<file path="config.mk">
export PLATFORM = sky130hd
export DESIGN_NAME = fminmax_unit_scheduler
export DESIGN_NICKNAME = d
export VERILOG_FILES = /design/src/rtl/taiga_config.sv /design/src/rtl/fminmax_sched_types.sv /design/src/rtl/fminmax_result_fifo.sv /design/src/rtl/fminmax_unit_scheduler.sv
export SDC_FILE = /design/constraint.sdc
export NUM_CORES = 1
export LEC_CHECK = 0
export CAP_MARGIN = 5
export CORE_UTILIZATION = 40
export CTS_BUF_LIST = sky130_fd_sc_hd__clkbuf_4 sky130_fd_sc_hd__clkbuf_8 sky130_fd_sc_hd__clkbuf_16
export DETAILED_ROUTE_END_ITERATION = 8
export GPL_TIMING_DRIVEN = 0
export PLACE_DENSITY_LB_ADDON = 0.05
export SLEW_MARGIN = 10
export SYNTH_ARGS = -nofsm -noshare
export SYNTH_HDL_FRONTEND = slang
export SYNTH_SLANG_ARGS = --single-unit
export TNS_END_PERCENT = 50
</file>
<file path="constraint.sdc">
create_clock -name clk -period 12.67 [get_ports clk]
set_input_delay 1.267 -clock clk [delete_from_list [all_inputs] [get_ports clk]]
set_output_delay 1.267 -clock clk [all_outputs]
set_load 0.01 [all_outputs]
</file>
<file path="src/rtl/taiga_config.sv">
// Processor-wide configuration shared by the FPU blocks.
package taiga_config;

  // FloPoCo single-precision operand width: 2 exception bits, sign, 8-bit exponent, 23-bit mantissa.
  localparam int unsigned FLEN = 34;

endpackage

</file>
<file path="src/rtl/fminmax_sched_types.sv">
// Types and helpers shared by the min/max scheduler and its result FIFO.
package fminmax_sched_types;
  import taiga_config::*;

  // Tag field widths; the scheduler's NUM_REQ and ID_W must fit these.
  localparam int unsigned TAG_SRC_W = 2;
  localparam int unsigned TAG_ID_W  = 3;

  // Widest request vector the round-robin search handles.
  localparam int unsigned RR_MAX   = 32;
  localparam int unsigned RR_IDX_W = 5;

  typedef struct packed {
    logic [TAG_SRC_W-1:0] src;
    logic [TAG_ID_W-1:0]  id;
  } fminmax_tag_t;

  typedef struct packed {
    logic [FLEN-1:0] data;
    fminmax_tag_t    tag;
  } fminmax_result_t;

  // First set bit of valid[0..n-1], searching upward with wrap from last+1.
  // The result is meaningless when no bit is set; callers qualify with |valid.
  function automatic int unsigned rr_next(input logic [RR_MAX-1:0] valid,
                                          input int unsigned n,
                                          input int unsigned last);
    int unsigned idx;
    int unsigned pick;
    logic        found;
    pick  = 0;
    found = 1'b0;
    for (int unsigned k = 1; k <= RR_MAX; k++) begin
      idx = last + k;
      if (idx >= n) idx = idx - n;
      if ((k <= n) && !found && valid[idx[RR_IDX_W-1:0]]) begin
        found = 1'b1;
        pick  = idx;
      end
    end
    return pick;
  endfunction

endpackage

</file>
<file path="src/rtl/fminmax_result_fifo.sv">
// In-order first-word-fall-through FIFO of min/max results, read from registered storage.
module fminmax_result_fifo
  import fminmax_sched_types::*;
#(
  parameter int unsigned DEPTH = 4
) (
  input  logic            clk,
  input  logic            rst,
  input  logic            wrValid_i,
  input  fminmax_result_t wrData_i,
  output logic            rdValid_o,
  input  logic            rdReady_i,
  output fminmax_result_t rdData_o
);

  localparam int unsigned PW   = (DEPTH > 1) ? $clog2(DEPTH) : 1;
  localparam int unsigned CNTW = $clog2(DEPTH + 1);

  fminmax_result_t mem_q [DEPTH];
  logic [PW-1:0]   rdPtr_q;
  logic [PW-1:0]   wrPtr_q;
  logic [CNTW-1:0] count_q;
  logic            push;
  logic            pop;

  function automatic logic [PW-1:0] ptrNext(input logic [PW-1:0] p);
    return (p == PW'(DEPTH - 1)) ? '0 : p + PW'(1);
  endfunction

  assign push      = wrValid_i;
  assign pop       = rdReady_i && (count_q != '0);
  assign rdValid_o = (count_q != '0);
  assign rdData_o  = mem_q[rdPtr_q];

  // Storage, pointers and occupancy; a push and pop together keep the count so no bubble appears.
  always_ff @(posedge clk or posedge rst) begin
    if (rst) begin
      for (int i = 0; i < int'(DEPTH); i++) mem_q[i] <= '0;
      rdPtr_q <= '0;
      wrPtr_q <= '0;
      count_q <= '0;
    end else begin
      if (push) begin
        mem_q[wrPtr_q] <= wrData_i;
        wrPtr_q        <= ptrNext(wrPtr_q);
      end
      if (pop) rdPtr_q <= ptrNext(rdPtr_q);
      if (push && !pop)      count_q <= count_q + CNTW'(1);
      else if (!push && pop) count_q <= count_q - CNTW'(1);
    end
  end

endmodule

</file>
<file path="src/rtl/fminmax_unit_scheduler.sv">
// Round-robin scheduler sharing one fixed-latency min/max unit among several requesters,
// returning results in issue order through a credit-protected result FIFO.
module fminmax_unit_scheduler
  import taiga_config::*;
  import fminmax_sched_types::*;
#(
  parameter int unsigned NUM_REQ      = 4,
  parameter int unsigned UNIT_LATENCY = 2,
  parameter int unsigned FIFO_DEPTH   = 4,
  parameter int unsigned ID_W         = 3
) (
  input  logic                      clk,
  input  logic                      rst,
  input  logic [NUM_REQ-1:0]        req_valid,
  output logic [NUM_REQ-1:0]        req_ready,
  input  logic [NUM_REQ*FLEN-1:0]   req_a,
  input  logic [NUM_REQ*FLEN-1:0]   req_b,
  input  logic [NUM_REQ-1:0]        req_is_max,
  input  logic [NUM_REQ*ID_W-1:0]   req_id,
  output logic                      unit_valid,
  output logic [FLEN-1:0]           unit_a,
  output logic [FLEN-1:0]           unit_b,
  output logic                      unit_is_max,
  input  logic [FLEN-1:0]           unit_res,
  output logic                      res_valid,
  input  logic                      res_ready,
  output logic [FLEN-1:0]           res_data,
  output logic [$clog2(NUM_REQ)-1:0] res_src,
  output logic [ID_W-1:0]           res_id
);

  localparam int unsigned SRC_W = $clog2(NUM_REQ);
  localparam int unsigned CW    = $clog2(FIFO_DEPTH + 1);

  logic [NUM_REQ-1:0] grant;
  logic [SRC_W-1:0]   grantIdx;
  logic               handshake;
  logic               pop;
  logic [SRC_W-1:0]   lastGrant_q;
  logic [CW-1:0]      credit_q;
  logic [CW-1:0]      credit_d;
  logic [FLEN-1:0]    selA;
  logic [FLEN-1:0]    selB;
  logic               selIsMax;
  logic [ID_W-1:0]    selId;
  logic               unitValid_q;
  logic [FLEN-1:0]    unitA_q;
  logic [FLEN-1:0]    unitB_q;
  logic               unitIsMax_q;
  fminmax_tag_t       issueTag_q;
  logic               fifoWrValid;
  fminmax_tag_t       fifoWrTag;
  fminmax_result_t    fifoWrData;
  fminmax_result_t    fifoRdData;

  // Grant one requester per cycle, held off during reset and while no credit is free;
  // a pop in this same cycle counts as a free credit.
  always_comb begin
    grant    = '0;
    grantIdx = SRC_W'(rr_next(RR_MAX'(req_valid), NUM_REQ, 32'(lastGrant_q)));
    if (!rst && (|req_valid) && ((credit_q != '0) || pop)) grant[grantIdx] = 1'b1;
  end

  assign req_ready = grant;
  assign handshake = |grant;
  assign pop       = res_valid && res_ready;

  // Steer the granted requester's operands and tag toward the issue registers.
  always_comb begin
    selA     = '0;
    selB     = '0;
    selIsMax = 1'b0;
    selId    = '0;
    for (int i = 0; i < int'(NUM_REQ); i++) begin
      if (grant[i]) begin
        selA     = req_a[i*FLEN +: FLEN];
        selB     = req_b[i*FLEN +: FLEN];
        selIsMax = req_is_max[i];
        selId    = req_id[i*ID_W +: ID_W];
      end
    end
  end

  // Round-robin pointer moves only when something is granted.
  always_ff @(posedge clk or posedge rst) begin
    if (rst) lastGrant_q <= SRC_W'(NUM_REQ - 1);
    else if (handshake) lastGrant_q <= grantIdx;
  end

  // One credit per FIFO slot: consumed on grant, returned on pop.
  always_comb begin
    credit_d = credit_q;
    if (handshake && !pop)      credit_d = credit_q - CW'(1);
    else if (!handshake && pop) credit_d = credit_q + CW'(1);
  end

  // Credit register.
  always_ff @(posedge clk or posedge rst) begin
    if (rst) credit_q <= CW'(FIFO_DEPTH);
    else     credit_q <= credit_d;
  end

  // Issue stage: operands pulse into the shared unit the cycle after a handshake and hold otherwise.
  always_ff @(posedge clk or posedge rst) begin
    if (rst) begin
      unitValid_q <= 1'b0;
      unitA_q     <= '0;
      unitB_q     <= '0;
      unitIsMax_q <= 1'b0;
      issueTag_q  <= '0;
    end else begin
      unitValid_q <= handshake;
      if (handshake) begin
        unitA_q        <= selA;
        unitB_q        <= selB;
        unitIsMax_q    <= selIsMax;
        issueTag_q.src <= TAG_SRC_W'(grantIdx);
        issueTag_q.id  <= TAG_ID_W'(selId);
      end
    end
  end

  assign unit_valid  = unitValid_q;
  assign unit_a      = unitA_q;
  assign unit_b      = unitB_q;
  assign unit_is_max = unitIsMax_q;

  generate
    if (UNIT_LATENCY == 0) begin : g_combUnit
      assign fifoWrValid = unitValid_q;
      assign fifoWrTag   = issueTag_q;
    end else begin : g_tagPipe
      logic [UNIT_LATENCY-1:0] pipeValid_q;
      fminmax_tag_t            pipeTag_q [UNIT_LATENCY];

      // Tags follow their operation through the unit so the tail lines up with unit_res.
      always_ff @(posedge clk or posedge rst) begin
        if (rst) begin
          pipeValid_q <= '0;
          for (int i = 0; i < int'(UNIT_LATENCY); i++) pipeTag_q[i] <= '0;
        end else begin
          pipeValid_q[0] <= unitValid_q;
          pipeTag_q[0]   <= issueTag_q;
          for (int i = 1; i < int'(UNIT_LATENCY); i++) begin
            pipeValid_q[i] <= pipeValid_q[i-1];
            pipeTag_q[i]   <= pipeTag_q[i-1];
          end
        end
      end

      assign fifoWrValid = pipeValid_q[UNIT_LATENCY-1];
      assign fifoWrTag   = pipeTag_q[UNIT_LATENCY-1];
    end
  endgenerate

  assign fifoWrData.data = unit_res;
  assign fifoWrData.tag  = fifoWrTag;

  fminmax_result_fifo #(
    .DEPTH(FIFO_DEPTH)
  ) u_resultFifo (
    .clk      (clk),
    .rst      (rst),
    .wrValid_i(fifoWrValid),
    .wrData_i (fifoWrData),
    .rdValid_o(res_valid),
    .rdReady_i(res_ready),
    .rdData_o (fifoRdData)
  );

  assign res_data = fifoRdData.data;
  assign res_src  = SRC_W'(fifoRdData.tag.src);
  assign res_id   = ID_W'(fifoRdData.tag.id);

endmodule

</file>
Yosys cells after proc, flatten, opt, wreduce, memory -nomap -nowiden
Cells that the tools add are included.

Register bits after elaboration: 255. Input bits: 329. Output and inout port bits: 114.

$add $sub $neg: 14. $lt $le $gt $ge: 13. Equal/unequal tests: 2. Multiplexer cells: 50. Bitwise operators: 2. Reductions and logical operators: 26.

Operator list (count): $mux 34 (8); $bwmux 156 (1); $mux 39 (3); $bmux 39 s2 (1); $demux 39 s2 (1); $lt 5x6->1 const B (4); $mux 3 (8); $bmux 1 s5 (4); $mux 5 (4); $ge 3x3->1 const B (5); $logic_and 1x1->1 (12); $mux 1 (12); $mux 2 (6); $sub 3x3->4 const B (3); $reduce_or 4->1 (2); $logic_not 1->1 (7); $add 2x2->3 const B (2); $add 3x1->3 const B (2); $not 2->3 (2); $reduce_bool 3->1 (2); $sub 3x1->3 const B (2); $sub 4x3->5 const B (1); $add 2x1->2 const B (2); $add 2x3->4 const B (1); 10 further kinds (12).

Depth between registers and ports, before layout
Gate-level depths: netlist of run 1.

Depth after elaboration: 25. Gate-level depth with buffers: 11. Depth with buffers taken out: 10.

Cells and area by module
Synthesis of run 1 repeated with hierarchy kept, for this count alone.

Cell total of the unflattened synthesis: 1002. Area, all modules: 13741.9 µm².

By module, submodules not included: fminmax_result_fifo (times used 1, cells an instance 413, area an instance 7277.0 µm²); fminmax_unit_scheduler (times used 1, cells an instance 589, area an instance 6465.0 µm²).

Least setup slack after synthesis of run 1
OpenSTA, ideal clock, no wires.

Kind: input to output. Start point: input port req_valid[3]. End point: output port req_ready[0]. Arrival time: 2761 ps. Required time: 11403 ps. Path slack: 8642 ps. Stages: 8. Path buffers: 2. Cell sequence: mux2_4 > o2bb2ai_2 > a2111oi_2 > a211oi_1 > nand2b_1 > buf_6 > buf_6 > nor2_1.

Cells in the longest elaborated chain, start to end: 17.

RTL lines: start, declared (RTL line fminmax_unit_scheduler.sv:14) `input logic [NUM_REQ-1:0] req_valid,`; $bmux 1 s5 (RTL line fminmax_sched_types.sv:36) `if ((k <= n) && !found && valid[idx[RR_IDX_W-1:0]]) begin`; $mux 1 (not written as such) (RTL line fminmax_sched_types.sv:36); $mux 1 (RTL line fminmax_sched_types.sv:36); $logic_not 1->1 (RTL line fminmax_sched_types.sv:36); $logic_and 1x1->1 (RTL line fminmax_sched_types.sv:36); $mux 1 (RTL line fminmax_sched_types.sv:36); $logic_not 1->1 (RTL line fminmax_sched_types.sv:36); $logic_and 1x1->1 (RTL line fminmax_sched_types.sv:36); $mux 1 (RTL line fminmax_sched_types.sv:36); $logic_not 1->1 (RTL line fminmax_sched_types.sv:36); $logic_and 1x1->1 (RTL line fminmax_sched_types.sv:36); $mux 2 (RTL line fminmax_sched_types.sv:36); $lt 2x3->1 (not written as such) or $ge 2x1->1 (tied branches) (RTL line fminmax_unit_scheduler.sv:61) `if (!rst && (|req_valid) && ((credit_q != '0) || pop)) grant[grantIdx] = 1'b1;`; $logic_and 1x1->1 (not written as such) (RTL line fminmax_unit_scheduler.sv:61); $mux 1 (not written as such) (RTL line fminmax_unit_scheduler.sv:61); $demux 1 s2 (RTL line fminmax_unit_scheduler.sv:61); $mux 4 * (RTL line fminmax_unit_scheduler.sv:61); end, declared (RTL line fminmax_unit_scheduler.sv:15) `output logic [NUM_REQ-1:0] req_ready,`.

Mark *: on every way between the ends. The rest lies on a longest branch, timed or not. The select of a mux whose other input is x is not followed.

Worst setup path after layout of run 1
Start point: input port req_valid[3]. End point: output port req_ready[2].

The elaborated chain is that of the path after synthesis.

==> results.cfg, run 1 <==
[status]
outcome = completed

[cts]
cts-root-buf = clkbuf_16
post_cts.repair.setup_buffers = 0
cts-hold-fix-buffers = 0
clockBufferDepth = 3
htreeDepth = 1
clock_sinks = 255
cts_tree = yes
worstSkewPairLatency_ns = 0.54
clk_pin_slew_ns = 0.05
ctsResizeCount = 0
numCtsBuffers = 29

[sta]
slew-limit-headroom = 0.272
setup_ws_ns = 7.50
tightest_slew_ns = 1.09
slew_viol_final = 0
finalHoldViolCount = 0
rsz0062_at_grt = no
setup_viol = 0
fin_crit_sh = 0.408
period_needed_ns = 5.17
fin_worst_skew_ns = 0.0121
max_clock_freq_mhz = 193
hold-worst-slack_ns = 0.348
fin_setup_tns_ns = 0

[synth]
synth-seq-cells = 255
postSynthCellCount = 899
muxShareOfSynthArea = 0.320
synth_area_um2 = 12900
synth-adder-area-share = 0.0147
synthFlopType = dfrtp_1
synthArstFlopShare = 1.00
synth_nets = 1242
synth_top_family_by_area = multiplexers
yosysWarnings = 0
avgSynthCellArea_um2 = 14.4
synth-simple-area-share = 0.0331
synth-xor-area-share = 0.00406
synth_cell_types = 47
synth_compound_area_frac = 0.0949
yosysSeqAreaShare = 0.493
synth_edf_count = 0

[setup_path]
crit_chain = clkdlybuf4s50_1, mux2_4, o2bb2ai_2, a2111oi_2, a211oi_1, nand2b_1, buf_6, buf_6, nor2_1, clkdlybuf4s50_1
cp_data_arrival_time_ns = 3.90
r2r-start = lastGrant_q[0]$_DFFE_PP1N_
cpPeakStageDelay_ns = 0.58
crit_path_end = req_ready[2]
regToRegEndpoint = unit_b[23]$_DFFE_PP0N_
cp-end-kind = output port
crit_path_start_kind = input port
r2r_slack_ns = 9.40
r2r_cells = 11
crit_type = input port to output port
setup.worst_path.start = req_valid[3]
path_max_fanout = 10
required_ns = 11.40
cp_slowest_cell = clkdlybuf4s50_1

[cells_and_area]
syn_to_final_growth_pct = 46.5
drive_gt1_frac = 0.259
utilization = 0.598
fill_cells = 2626
finalNetCount = 1717

[routing]
drtAntennaViolNets = 0
wl_per_cell_um = 23.3
vias = 9461
remaining_drc_errors = 0
via_per_inst = 5.26
drt_iter0_markers = 426
route.final.wire_length_um = 41900
drt_first_pass_iters = 6

[power]
power_density_nw_per_um2 = 295
leakagePower_nw = 7.83
p_total_w = 0.00559
irDropWorstVdd_uv = 131

[floorplan]
rows = 65
fp.dieW_um = 182
dieArea_um2 = 33100
core-area_um2 = 31700
start_util = 0.408
io_pins = 443
die-height_um = 182

[global_route]
grt_usage = 0.255
grt_pass1_wl_um = 62700
overflow = 0
grt_max_degree = 117
antenna_found_initial = 4
first_global_vias = 10100

[run]
maxCapViolCount = 0

[place]
hpwlAfterDp_um = 32600
place_ws_ns = 7.49
portBuffers = 442
gp_congestion = 0.842

[min_path]
hold_depth = 0
hold_path_class = flip-flop to flip-flop
[metrics by stage]
step,instance area (um2),instances
after floorplan,12900,899
after global placement,17900,1743
after detailed placement,17900,1745
after CTS,19000,1797
after global routing,19000,1800
final,19000,1800
[cell usage after synthesis, types with 3 or more instances]
master	instances	area (um2)
a211oi_1	3	22.5
a21oi_1	4	20.0
buf_1	9	33.8
buf_12	6	120
buf_4	19	143
buf_6	7	78.8
clkbuf_1	24	90.1
dfrtp_1	252	6310
dfstp_2	3	78.8
ha_1	12	150
inv_1	10	37.5
mux2_2	158	1780
mux2i_1	147	1470
mux4_2	39	878
nand2_1	79	297
nor2_1	16	60.1
o21ai_0	3	15.0
o221ai_1	5	43.8
o221ai_2	66	991
xor2_1	4	35.0
[cells in the final DEF, fill, tap and decap left out, types with 10 or more instances in the layout]
cell             instances
buf_4                   19
clkbuf_1                24
clkbuf_16               29
clkbuf_4                10
clkdlybuf4s50_1        442
dfrtp_1                252
ha_1                    12
mux2_2                 158
mux2i_1                147
mux4_2                  39
nand2_1                 79
nor2_1                  16
o221ai_2                66
[layer usage]
layer  part of all wire  GRT usage  up-vias
met5            0.00029          0        -
met4              0.037     0.0975        2
met3              0.058     0.0483       72
met2               0.50      0.429      300
met1               0.40      0.325     4749
li1                   -          -     4338
[worst max-delay path: cells and delay by family]
| family | cells | cell delay [ns] |
|---|---|---|
| buffers and inverters | 4 | 1.36 |
| AO/OA/AOI/OAI | 3 | 0.68 |
| multiplexers | 1 | 0.31 |
| AND/OR/NAND/NOR | 2 | 0.28 |
[power breakdown]
group          switching (W)  internal [W]  leakage [nW]
Clock               0.000332      0.000558         0.515
Combinational        0.00154       0.00171          4.28
Sequential          0.000214       0.00124          3.03
[worst min path at each step]
stage / from / to / slack [ns]
2_1_floorplan: g_tagPipe.pipeTag_q[5]$_DFF_PP0_ / fifoWrData[0]$_DFF_PP0_ / 0.33
5_1_grt: g_tagPipe.pipeTag_q[8]$_DFF_PP0_ / fifoWrData[3]$_DFF_PP0_ / 0.35
3_5_place_dp: g_tagPipe.pipeValid_q[0]$_DFF_PP0_ / g_tagPipe.pipeValid_q[1]$_DFF_PP0_ / 0.33
4_1_cts: g_tagPipe.pipeTag_q[8]$_DFF_PP0_ / fifoWrData[3]$_DFF_PP0_ / 0.35
6_report: g_tagPipe.pipeTag_q[8]$_DFF_PP0_ / fifoWrData[3]$_DFF_PP0_ / 0.35
3_3_place_gp: g_tagPipe.pipeTag_q[6]$_DFF_PP0_ / fifoWrData[1]$_DFF_PP0_ / 0.33
[sequential cells by signal, indices dropped and copies added (netlist names)]
| name | count |
|---|---|
| u_resultFifo.count_q | 3 |
| credit_q | 3 |
| lastGrant_q | 2 |
| issueTag_q | 5 |
| unit_b | 34 |
| u_resultFifo.rdPtr_q | 2 |
| g_tagPipe.pipeTag_q | 5 |
| unit_a | 34 |
| unit_valid | 1 |
| g_tagPipe.pipeValid_q | 2 |
| u_resultFifo.wrPtr_q | 2 |
| u_resultFifo.mem_q | 156 |
| fifoWrData | 5 |
| unit_is_max | 1 |
[final cells by class]
cell class	instances	area, um2	area share
buffer	66	470	0.0248
multi-input combinational	567	6040	0.319
sequential	255	6380	0.337
inverter	11	48.8	0.00257
clock buffer	45	883	0.0466
tap	402	503	0.0265
antenna	3	7.51	0.000396
timing repair buffer	444	4480	0.236
clock inverter	7	139	0.00733
[cell families after synthesis]
family | Yosys count
AOI/OAI and AO/OA | 96
xor gates and xnor gates | 6
adders and majority gates | 14
buffers and inverters | 77
DFF | 255
muxes | 345
and+or+nand+nor | 106
Note: power is estimated with default switching activity, not from simulation.
==> run 2: changes to the inputs <==
==> constraint.sdc (replaced) <==
create_clock -name clk -period 4.2 [get_ports clk]
set_input_delay 0.42 -clock clk [delete_from_list [all_inputs] [get_ports clk]]
set_output_delay 0.42 -clock clk [all_outputs]
set_load 0.01 [all_outputs]
==> run 2 against run 1 <==
Sequential share of layout area shrank 0.17 points. Critical path depth is the same. Clock power grew to 2.9 times the previous value. Largest power group unchanged. Sequential cell count is the same. Final cell count grew 0.17%. Count of clock-buffer cells in the layout shrank 7. Via count shrank 0.34%. Largest cell class unchanged. Hold slack lost 0.0035 ns. First-iteration DRC count shrank 19%. Non-clock buffer count grew 6.
==> results.cfg, run 2 (synthesized netlist as in run 1, its figures left out) <==
[place]
portBuffers = 442
hpwlAfterDp_um = 32400
gp_congestion = 0.862

[routing]
via_per_inst = 5.23
drt_iter0_markers = 346
drtAntennaViolNets = 0
wl_per_cell_um = 22.8
drt_first_pass_iters = 5
remaining_drc_errors = 0
route.final.wire_length_um = 41200
vias = 9429

[sta]
fin_setup_tns_ns = 0
tightest_slew_ns = 1.08
finalHoldViolCount = 0
max_clock_freq_mhz = 245
slew_viol_final = 0
fin_crit_sh = 0.971
rsz0062_at_grt = yes
slew-limit-headroom = 0.283
fin_worst_skew_ns = 0.0154
period_needed_ns = 4.08
setup_viol = 0

[cts]
numCtsBuffers = 29
worstSkewPairLatency_ns = 0.55
clock_sinks = 255
htreeDepth = 1
cts-hold-fix-buffers = 0
clk_pin_slew_ns = 0.06
cts_tree = yes
cts-root-buf = clkbuf_16
clockBufferDepth = 3

[setup_path]
required_ns = 3.78
cpPeakStageDelay_ns = 0.57
cp_slowest_cell = clkdlybuf4s50_1
crit_path_start_kind = flip-flop
cp_data_arrival_time_ns = 3.66
critPathBufInv = 4
path_max_fanout = 10
cp_top_family = buffers and inverters
cp-end-kind = output port
crit_chain = buf_6, inv_1, ha_1, a21bo_2, o2bb2ai_2, a2111oi_4, a2111o_1, buf_2, nor2_1, clkdlybuf4s50_1
crit_type = flip-flop to output port

[power]
comb_power_share = 0.584
p_total_w = 0.0168
power_density_nw_per_um2 = 883
irDropWorstVdd_uv = 488
net-switching-power_w = 0.00631
p_sw_frac = 0.375
leakagePower_nw = 7.91
intPower_w = 0.0105
seq_power_share = 0.260
clkPwrFrac = 0.156

[cells_and_area]
finalNetCount = 1723
multi_input_area_um2 = 6060
seqCellArea_um2 = 6380
syn_to_final_growth_pct = 47.3
largest-register = u_resultFifo.mem_q
mostFrequentLayoutCells = 439 x clkdlybuf4s50_1, 252 x dfrtp_1, 158 x mux2_2
final_common_cell = clkdlybuf4s50_1
drive_gt1_frac = 0.262
fill_cells = 2581
largest_reg_flops = 156

[floorplan]
io_pins = 443
fp.dieW_um = 182
core-area_um2 = 31700
start_util = 0.408
die-height_um = 182
dieArea_um2 = 33100
rows = 65

[global_route]
grt_usage = 0.248
first_global_vias = 9970
overflow = 0
antenna_found_initial = 4
grt_pass1_wl_um = 61300
grt_max_degree = 37

[run]
maxCapViolCount = 0

[status]
outcome = completed

[min_path]
hold_path_class = input port to asynchronous set/reset pin
-- run 2: cell count changes in the layout (fill, tap and decap cells not counted), moves of 2 or more --
cell	previous run	this run
clkinv_2	2	7
clkbuf_4	10	5
clkdlybuf4s50_1	442	439
dlymetal6s2s_1	0	3
clkbuf_8	6	4
diode_2	3	1
clkinvlp_4	0	2
buf_12	6	13
-- run 2: per-layer routing --
metal	wire, um	vias up	part of all wire	GRT usage
li1	-	4342	-	-
met1	16400	4693	0.40	0.299
met2	20700	306	0.50	0.429
met3	2450	82	0.060	0.0580
met4	1570	6	0.038	0.0934
met5	34	-	0.00083	0
-- run 2: power groups by stage --
stage	Sequential, W	Clock, W	Combinational (W)
after global routing	0.00453	0.00278	0.0104
after floorplan	0.00438	0	0.00634
after global placement	0.00438	0	0.00981
after detailed placement	0.00440	0	0.00991
after CTS	0.00438	0.00268	0.00993
final	0.00438	0.00262	0.00982
-- run 2: final timing paths --
check                                                  from                                  end  slack (ns)  cells after the start
max                              lastGrant_q[0]$_DFFE_PP1N_                         req_ready[3]        0.12                     10
min                                                     rst                 unit_valid$_DFF_PP0_        0.34                      2
max reg2reg                      lastGrant_q[0]$_DFFE_PP1N_               unit_b[23]$_DFFE_PP0N_        0.86                     11
min reg2reg                g_tagPipe.pipeTag_q[8]$_DFF_PP0_              fifoWrData[3]$_DFF_PP0_        0.35                      0
max in group asynchronous                               rst  u_resultFifo.mem_q[122]$_DFFE_PP0P_        2.78                      5
min in group clk           g_tagPipe.pipeTag_q[8]$_DFF_PP0_              fifoWrData[3]$_DFF_PP0_        0.35                      0
-- run 2: final cells by class --
class	instances	area share
flip-flops and latches	255	0.335
multi-input cells	567	0.318
repair buffers	450	0.241
clock buffers	38	0.0429
well taps	402	0.0264
plain buffers	66	0.0247
clock inverters	13	0.00900
inverters	11	0.00236
diodes	1	0.000131
-- run 2: repair_timing --
item                                    in CTS  in global routing
resized for setup                            0                  5
buffers inserted                             0                  0
endpoints found under the setup margin       0                  3
hold endpoints to repair                     0                  0
-- run 2: metrics by stage --
step / instance area, um2 / std cells / setup slack [ns] / utilization / hold WS [ns]
2_1_floorplan: 12900 / 899 / 0.425 / - / 0.331
3_3_place_gp: 17900 / 1743 / -1.69 / 0.563 / 0.333
3_5_place_dp: 18000 / 1751 / 0.656 / 0.569 / 0.341
4_1_cts: 19000 / 1802 / 0.0629 / 0.600 / 0.342
5_1_grt: 19100 / 1803 / -0.0318 / 0.601 / 0.355
6_report: 19100 / 1803 / 0.122 / 0.601 / 0.345
==> run 3: changes to the inputs <==
--- a/config.mk
+++ b/config.mk
@@ -5,6 +5,7 @@
 export SDC_FILE = /design/constraint.sdc
 export NUM_CORES = 1
 export LEC_CHECK = 0
+export ABC_AREA = 1
 export CAP_MARGIN = 5
 export CORE_UTILIZATION = 40
 export CTS_BUF_LIST = sky130_fd_sc_hd__clkbuf_4 sky130_fd_sc_hd__clkbuf_8 sky130_fd_sc_hd__clkbuf_16
==> run 3 against run 2 <==
Non-clock buffer count is 44 higher. Sequential share of layout area grew 0.15 points. Sequential power hardly changed. Hold slack worse by 0.10 ns. Highest routed layer unchanged. Global-route usage is 8.8 points higher. Clock skew down 0.0035 ns. Synthesized cell count rose by 80%. Setup slack better by 0.040 ns. Combinational power down 4.2%. Die area decreased by 1.8%.
==> results.cfg, run 3 <==
[cts]
worstSkewPairLatency_ns = 0.56
clk_pin_slew_ns = 0.06
numCtsBuffers = 29
cts-hold-fix-buffers = 0
post_cts.repair.setup_buffers = 0
clock_sinks = 255
clockBufferDepth = 3
cts_tree = yes
cts-root-buf = clkbuf_16
ctsResizeCount = 0
htreeDepth = 1

[synth]
postSynthCellCount = 1619
synthFlopType = dfrtp_1
synth_edf_count = 0
synth_area_leaders = dfrtp_1 50%, nand2_1 14%, o21ai_0 11%, nand3_1 6.5%, nor2_1 3.2%
yosysSeqAreaShare = 0.503
synth.top_cell.area_share = 0.496
synth_top_area_cell = dfrtp_1
synth_nets = 1962
synthArstFlopShare = 1.00
synth_cell_types = 32
synth-seq-cells = 255
synth.most_common_cell = nand2_1
avgSynthCellArea_um2 = 7.85
synth_area_um2 = 12700
netlist_top_cells_count = 463 x nand2_1, 268 x o21ai_0, 252 x dfrtp_1
yosysWarnings = 0

[routing]
wl_per_cell_um = 21.6
wl_met1_um = 20800
met2_length_um = 26800
drt_first_pass_iters = 5
dr_wl_met3_um = 4450
drtAntennaViolNets = 0
remaining_drc_errors = 0
highest_layer = met5
drt_iter0_markers = 1097
route.final.wire_length_um = 54700
via_per_inst = 5.31
vias = 13500

[sta]
period_needed_ns = 4.04
finalHoldViolCount = 0
max_clock_freq_mhz = 248
fin_worst_skew_ns = 0.0119
rsz0062_at_grt = no
setup_viol = 0
tightest_slew_ns = 0.771
setup_ws_ns = 0.162
slew-limit-headroom = 0.486
hold-worst-slack_ns = 0.241
slew_viol_final = 0
fin_crit_sh = 0.961
fin_setup_tns_ns = 0

[cells_and_area]
drive_gt1_frac = 0.0626
largest_reg_flops = 156
final_common_cell = nand2_1
finalInstanceArea_um2 = 19000
finalNetCount = 2443
syn_to_final_growth_pct = 49.3
mostFrequentLayoutCells = 463 x nand2_1, 442 x clkdlybuf4s50_1, 267 x o21ai_0
largest-register = u_resultFifo.mem_q
fill_cells = 2760

[floorplan]
start_util = 0.411
die-height_um = 180
dieArea_um2 = 32500
core-area_um2 = 30900
rows = 64
io_pins = 443
fp.dieW_um = 180

[setup_path]
regToRegEndpoint = unit_a[25]$_DFFE_PP0N_
crit_path_start_kind = flip-flop
cp_slowest_cell = clkdlybuf4s50_1
required_ns = 3.78
crit_chain = inv_1, ha_1, inv_1, nand3_1, nand3_1, o211ai_2, nand2_2, inv_2, buf_6, nand2_1, nor2_1, clkdlybuf4s50_1
path_max_fanout = 19
r2r_cells = 13
r2r-start = lastGrant_q[1]$_DFFE_PP1N_
r2r_slack_ns = 1.14
cpPeakStageDelay_ns = 0.60
crit_type = flip-flop to output port
cp_data_arrival_time_ns = 3.62
cp-end-kind = output port

[place]
dpl-instance-area_um2 = 17900
portBuffers = 442
hpwlAfterDp_um = 41700
place_ws_ns = 0.349
gp_congestion = 0.997

[global_route]
antenna_found_initial = 17
first_global_vias = 13500
grt_max_degree = 36
overflow = 0
grt_pass1_wl_um = 82300
grt_usage = 0.335

[power]
p_total_w = 0.0164
power_density_nw_per_um2 = 866
irDropWorstVdd_uv = 502
leakagePower_nw = 8.55

[status]
outcome = completed

[min_path]
hold_path_class = input port to asynchronous set/reset pin

[run]
maxCapViolCount = 0
==> run 3: changes by cell type after synthesis, moves of 37 or more <==
cell and change:
nand2_1 +384, o21ai_0 +265, nand3_1 +165, mux2_2 -157, mux2i_1 -147, nor2_1 +92, o221ai_2 -66, inv_1 +62
or2_0 +58, clkbuf_1 +53, mux4_2 -39, o22ai_1 +38, o21ai_1 +37
==> run 3: layer usage <==
| layer | global-route usage | vias to the layer above |
|---|---|---|
| li1 | - | 6294 |
| met4 | 0.164 | 6 |
| met3 | 0.0814 | 141 |
| met2 | 0.560 | 594 |
| met5 | 0 | - |
| met1 | 0.406 | 6423 |
==> run 3: area by class of cell <==
| cell class | instances | area, um2 | share of cell area |
|---|---|---|---|
| clock inverters | 13 | 133 | 0.00699 |
| plain buffers | 109 | 552 | 0.0291 |
| inverters | 75 | 288 | 0.0152 |
| clock buffers | 41 | 860 | 0.0453 |
| flip-flops and latches | 255 | 6380 | 0.337 |
| repair buffers | 451 | 4610 | 0.243 |
| multi-input cells | 1179 | 5610 | 0.296 |
| well taps | 396 | 495 | 0.0261 |
| diodes | 14 | 35.0 | 0.00185 |
==> run 3: kinds of logic after synthesis <==
family          synth area share
fa+ha+maj                 0.0150
compound gates             0.143
simple gates               0.273
mux                     0.000886
buf+inv                   0.0628
xor+xnor                 0.00276
flops                      0.503
==> run 3: power breakdown <==
| part | total (W) | internal [W] | switching [W] |
|---|---|---|---|
| sequential | 0.00439 | 0.00373 | 0.000663 |
| clock | 0.00263 | 0.00155 | 0.00107 |
| combinational | 0.00941 | 0.00367 | 0.00574 |
| total | 0.0164 | 0.00896 | 0.00747 |
==> run 3: how the worst max path moves through the flow <==
stage                                           from                      end  depth (start not counted)
after CTS                 lastGrant_q[1]$_DFFE_PP1N_             req_ready[1]                         12
after detailed placement                         rst             req_ready[0]                          8
after global routing      lastGrant_q[0]$_DFFE_PP1N_             req_ready[3]                         12
after global placement                           rst             req_ready[0]                          6
after floorplan                                  rst  credit_q[1]$_DFFE_PP0P_                          7
final                     lastGrant_q[1]$_DFFE_PP1N_             req_ready[1]                         12
==> run 3: per-stage QoR <==
stage          utilization  instances
5_1_grt              0.614       2532
3_5_place_dp         0.581       2466
4_1_cts              0.613       2519
3_3_place_gp         0.575       2457
2_1_floorplan            -       1619
6_report             0.614       2533
==> run 3: worst max-delay path, delay by kind of cell, from the launching register on <==
kind,cells,cell delay (ns)
DFF,1,0.59
buffers and inverters,5,1.18
AOI/OAI and AO/OA,1,0.27
adders and majority gates,1,0.36
and+or+nand+nor,5,0.68
==> variant 1, RTL diff (config.mk and constraints of run 3) <==
Change the package constant `FLEN` from 34 to 17.
--- a/src/rtl/taiga_config.sv
+++ b/src/rtl/taiga_config.sv
@@ -2,7 +2,7 @@
 package taiga_config;
 
   // FloPoCo single-precision operand width: 2 exception bits, sign, 8-bit exponent, 23-bit mantissa.
-  localparam int unsigned FLEN = 34;
+  localparam int unsigned FLEN = 17;
 
 endpackage
 
Interface: changed (6 resized); port bits go from 443 to 239. The function was not compared with the original's and may differ.
==> variant 1 against run 3 <==
- cell area shrank 42%
- sequential cell count shrank 102
- total power shrank 45%
- combinational power shrank 50%
- die area shrank 40%
- fmax grew 4.1%
- synthesized area shrank 41%
- setup slack gained 0.16 ns
- routed wire length shrank 56%
- clock skew shrank 0.0046 ns
- highest routed layer unchanged
==> variant 1: results (changes against run 3) <==
placed instance area=0.0103 mm2 (was 0.0179 mm2); Critical Path Max Stage Delay=0.63 ns (was 0.60 ns); synth cell count leaders=nand2_1 (343), o21ai_0 (166), dfrtp_1 (150), inv_1 (79), nor2_1 (53) (was nand2_1 (463), o21ai_0 (268), dfrtp_1 (252), nand3_1 (166), nor2_1 (108)); Sequential Power Share=0.292 (was 0.267); Worst-Margin Slew=0.656 ns (was 0.771 ns); P_comb=0.00475 W (was 0.00941 W); Final Skew=0.00731 ns (was 0.0119 ns); routed length on met3=1470 um (was 4450 um); Clock Latency Late Sink=0.42 ns (was 0.56 ns); CP arrival=3.46 ns (was 3.62 ns); largest net degree at the start of global routing=33 (was 36); Synth Area in Compound Gates=0.142 (was 0.143); syn_nets=1164 (was 1962); sequential area share after synthesis=0.508 (was 0.503); XOR/XNOR share of the synthesized area=0.00465 (was 0.00276); first-pass GRT wire length=38100 um (was 82300 um); synth top area cells=dfrtp_1 (50%), nand2_1 (17%), o21ai_0 (11%) (was dfrtp_1 (50%), nand2_1 (14%), o21ai_0 (11%)); HPWL after DPL=17800 um (was 41700 um); Adder-Cell Fraction of Synth Area=0.0252 (was 0.0150); Final #Nets=1426 (was 2443); number of CTS-inserted buffers=17 (was 29); H-tree lvl count=4 (was 1); Worst IR Drop VDD=0.377 mV (was 0.502 mV); Synth-to-Final Area Change=45.0% (was 49.3%); GRT met3 Usage=0.0671 (was 0.0814); post-synthesis mux area share=0.00149 (was 0.000886); Max FO, Critical Path=10 (was 19); Yosys reg bits=153 (was 255); CTS Buffer Depth=2 (was 3); Ant. Diodes=0 (was 14); PortBufs=238 (was 442); vias in the first global route=7121 (was 13500); final WL=24000 um (was 54700 um); run status=complete, no violations (unchanged); DR iter-0 viols=371 (was 1097); leakage power=5.13 nW (was 8.55 nW); internal power=0.00523 W (was 0.00896 W); Fill cells=1639 (was 2760); Global Route met2 Usage=0.451 (was 0.560); GR Util met1=0.302 (was 0.406); routed wl met2=12200 um (was 26800 um); initial antenna violation count=1 (was 17); met1 WL=9920 um (was 20800 um)
[variant 1: changes by cell type after synthesis, sizes merged, moves of 2 or more]
cell	before	now
nand2	466	345
a21oi	4	6
dfrtp	252	150
clkbuf	77	38
inv	74	81
or2	61	1
buf	33	16
nor2	109	55
o21ai	305	179
o22ai	39	22
nand3	170	52
[variant 1: worst register-to-register path, stage by stage (launching register included)]
cell	delay, ns
dfstp_2	0.63
inv_2	0.13
ha_1	0.34
inv_1	0.10
nand3_2	0.09
nand3_2	0.13
nand3_1	0.09
o21ai_1	0.06
inv_1	0.05
nand3_1	0.20
nor2_1	0.32
buf_4	0.25
buf_6	0.16
nand2_1	0.06
nand2_1	0.06
nand2_1	0.05
nand3_1	0.07
[variant 1: path summary, 6_finish.rpt]
path	from	cells past startpoint	endpoint	slack, ns
min in group clk	g_tagPipe.pipeTag_q[7]	0	fifoWrData[2]	0.35
setup reg to reg	lastGrant_q[0]	16	unit_a[11]	1.34
max in group asynchronous	rst	5	u_resultFifo.mem_q[83]	2.99
hold / removal	rst	2	unit_a[5]	0.30
hold reg to reg	g_tagPipe.pipeTag_q[7]	0	fifoWrData[2]	0.35
setup / recovery	lastGrant_q[0]	13	req_ready[2]	0.32
[variant 1: area by class of cell]
class                      instances  share of cell area
sequential                       153               0.351
tap                              229              0.0262
clock buffer                      24              0.0460
timing repair buffer             243               0.227
buffer                            54              0.0236
clock inverter                     7              0.0105
inverter                          82              0.0285
multi-input combinational        685               0.288
[variant 1: per-stage QoR]
stage / TNS, ns / total power (W) / cells
after global routing: 0 / 0.00968 / 1477
after global placement: -95.91 / 0.00729 / 1441
after floorplan: 0 / 0.00538 / 974
after detailed placement: 0 / 0.00740 / 1446
final: 0 / 0.00896 / 1477
after CTS: 0 / 0.00903 / 1477
==> variant 2, RTL diff (config.mk and constraints of run 3) <==
Made on the original files. Reset style: synchronous (`rst`), changed in 5 clocked blocks.
--- a/src/rtl/fminmax_result_fifo.sv
+++ b/src/rtl/fminmax_result_fifo.sv
@@ -33,7 +33,7 @@
   assign rdData_o  = mem_q[rdPtr_q];
 
   // Storage, pointers and occupancy; a push and pop together keep the count so no bubble appears.
-  always_ff @(posedge clk or posedge rst) begin
+  always_ff @(posedge clk) begin
     if (rst) begin
       for (int i = 0; i < int'(DEPTH); i++) mem_q[i] <= '0;
       rdPtr_q <= '0;
--- a/src/rtl/fminmax_unit_scheduler.sv
+++ b/src/rtl/fminmax_unit_scheduler.sv
@@ -82,7 +82,7 @@
   end
 
   // Round-robin pointer moves only when something is granted.
-  always_ff @(posedge clk or posedge rst) begin
+  always_ff @(posedge clk) begin
     if (rst) lastGrant_q <= SRC_W'(NUM_REQ - 1);
     else if (handshake) lastGrant_q <= grantIdx;
   end
@@ -95,13 +95,13 @@
   end
 
   // Credit register.
-  always_ff @(posedge clk or posedge rst) begin
+  always_ff @(posedge clk) begin
     if (rst) credit_q <= CW'(FIFO_DEPTH);
     else     credit_q <= credit_d;
   end
 
   // Issue stage: operands pulse into the shared unit the cycle after a handshake and hold otherwise.
-  always_ff @(posedge clk or posedge rst) begin
+  always_ff @(posedge clk) begin
     if (rst) begin
       unitValid_q <= 1'b0;
       unitA_q     <= '0;
@@ -134,7 +134,7 @@
       fminmax_tag_t            pipeTag_q [UNIT_LATENCY];
 
       // Tags follow their operation through the unit so the tail lines up with unit_res.
-      always_ff @(posedge clk or posedge rst) begin
+      always_ff @(posedge clk) begin
         if (rst) begin
           pipeValid_q <= '0;
           for (int i = 0; i < int'(UNIT_LATENCY); i++) pipeTag_q[i] <= '0;
Function: differs if rst is asserted again (counterexample within 4 cycles, from zero or initial values and one cycle with rst high); with rst held inactive, the same outputs for 4 cycles.
==> variant 2 against run 3 <==
- synthesized area is 3.1% lower
- clock skew grew 0.0076 ns
- hold slack better by 0.16 ns
- cell area is 3.3% lower
- die area down 3.1%
- setup slack better by 0.0099 ns
- total power is 26% lower
- sequential cell count up 2
- routed wire length fell by 18%
- largest power group unchanged
- highest routed layer unchanged
==> variant 2: results (changes against run 3) <==
run status=complete, no violations (unchanged); drt pass-1 iters=5 (unchanged); Biggest register=u_resultFifo.mem_q (unchanged); synth cell count leaders=nand2_1 (393), nor2_1 (258), edfxtp_1 (156), inv_1 (112), dfxtp_1 (101) (was nand2_1 (463), o21ai_0 (268), dfrtp_1 (252), nand3_1 (166), nor2_1 (108)); GR Util met1=0.343 (was 0.406); Unique masters post-synth=32 (unchanged); worst min path class=register to register (was primary input to async pin); max cap viols=0 (unchanged); Critical-path top delay cell=clkdlybuf4s50_1 (unchanged); synth top area cells=edfxtp_1 (38%), dfxtp_1 (16%), nand2_1 (12%) (was dfrtp_1 (50%), nand2_1 (14%), o21ai_0 (11%)); initial antenna violation count=13 (was 17); first-pass GRT wire length=67100 um (was 82300 um); CP arrival=3.61 ns (was 3.62 ns); routed length on met3=3380 um (was 4450 um); top sig layer=met5 (unchanged); final WL=45100 um (was 54700 um); vias in the first global route=11900 (was 13500); Max FO, Critical Path=10 (was 19); Worst-path clk slew=0.06 ns (about the same); DR vias/cell=5.01 (was 5.31); sequential area share after synthesis=0.545 (was 0.503); routed wl met2=22300 um (was 26800 um); syn_nets=1850 (was 1962); post-CTS sizing=0 (unchanged); GRT Total Usage=0.283 (was 0.335); Worst-Margin Slew=0.672 ns (was 0.771 ns); Fill cells=2740 (was 2760); Clock Latency Late Sink=0.55 ns; gp weighted congestion=0.968 (was 0.997); PortBufs=442 (unchanged); met1 WL=17900 um (was 20800 um); Final Skew=0.0195 ns (was 0.0119 ns); Global Route met2 Usage=0.487 (was 0.560); H-tree lvl count=1 (unchanged); async set or reset register ratio after synthesis=0 (was 1.00); max FFs per register=156 (unchanged); layout cell share with drive strength beyond 1=0.0563 (was 0.0626); Clk Tree Root Cell=clkbuf_16 (unchanged); CTS Buffer Depth=3 (unchanged); number of CTS-inserted buffers=28 (was 29); DR iter-0 viols=825 (was 1097); Final #Nets=2326 (was 2443); yosys warns=0 (unchanged); Worst IR Drop VDD=0.341 mV (was 0.502 mV); WL per Instance=18.8 um (was 21.6 um); Avg Cell Area, Syn=8.15 um2 (was 7.85 um2); HPWL after DPL=34400 um (was 41700 um); Critical Path Max Stage Delay=0.60 ns (about the same); GRT met3 Usage=0.0630 (was 0.0814); largest net degree at the start of global routing=27 (was 36); leakage power=7.56 nW (was 8.55 nW); EDFF count, synth=156 (was 0); top_reg_cell synth=edfxtp_1 (was dfrtp_1); # Post-CTS Setup Buffers=0 (unchanged)
[variant 2: area by class of cell]
type,instances,area (um2),area share
multi-input combinational,1043,4760,0.259
tap,390,488,0.0266
timing repair buffer,447,4540,0.247
clock inverter,8,75.1,0.00409
clock buffer,44,900,0.0490
sequential,257,6710,0.366
inverter,117,442,0.0241
antenna,7,17.5,0.000955
buffer,92,419,0.0228
[variant 2: worst max-delay path: cells and delay by family, from the launching register on]
kind / cells / cell delay [ns]
adders and majority gates: 1 / 0.37
buffers and inverters: 4 / 1.14
and+or+nand+nor: 4 / 0.73
DFF: 1 / 0.52
AOI/OAI and AO/OA: 1 / 0.29
[variant 2: power by group]
group	switching, W	leakage (nW)	internal (W)
Combinational	0.00374	4.63	0.00252
Clock	0.00101	0.486	0.00153
Sequential	0.000219	2.45	0.00313
Total	0.00497	7.56	0.00718
[variant 2: through the flow]
step           setup slack [ns]  cell area (um2)
2_1_floorplan              1.38            12300
3_3_place_gp             -0.862            17200
3_5_place_dp              0.496            17400
4_1_cts                 0.00899            18300
5_1_grt               -0.000950            18300
6_report                  0.172            18300
[variant 2: cells by family after synthesis]
group                    after synthesis  synth area share
AND/OR/NAND/NOR                      821             0.281
flip-flops                           257             0.545
AO/OA/AOI/OAI                        211            0.0922
buffers and inverters                210            0.0702
adder cells (fa/ha/maj)               11            0.0124
[variant 2: path summary, 6_finish.rpt]
kind / end / slack, ns / cells past startpoint / startpoint
worst max register to register: credit_q[2] / 1.08 / 14 / u_resultFifo.count_q[0]
worst max-delay path: req_ready[1] / 0.17 / 10 / lastGrant_q[0]
worst min register to register: g_tagPipe.pipeTag_q[0][7] / 0.40 / 2 / g_tagPipe.pipeTag_q[0][2]
worst min-delay path: g_tagPipe.pipeTag_q[0][7] / 0.40 / 2 / g_tagPipe.pipeTag_q[0][2]
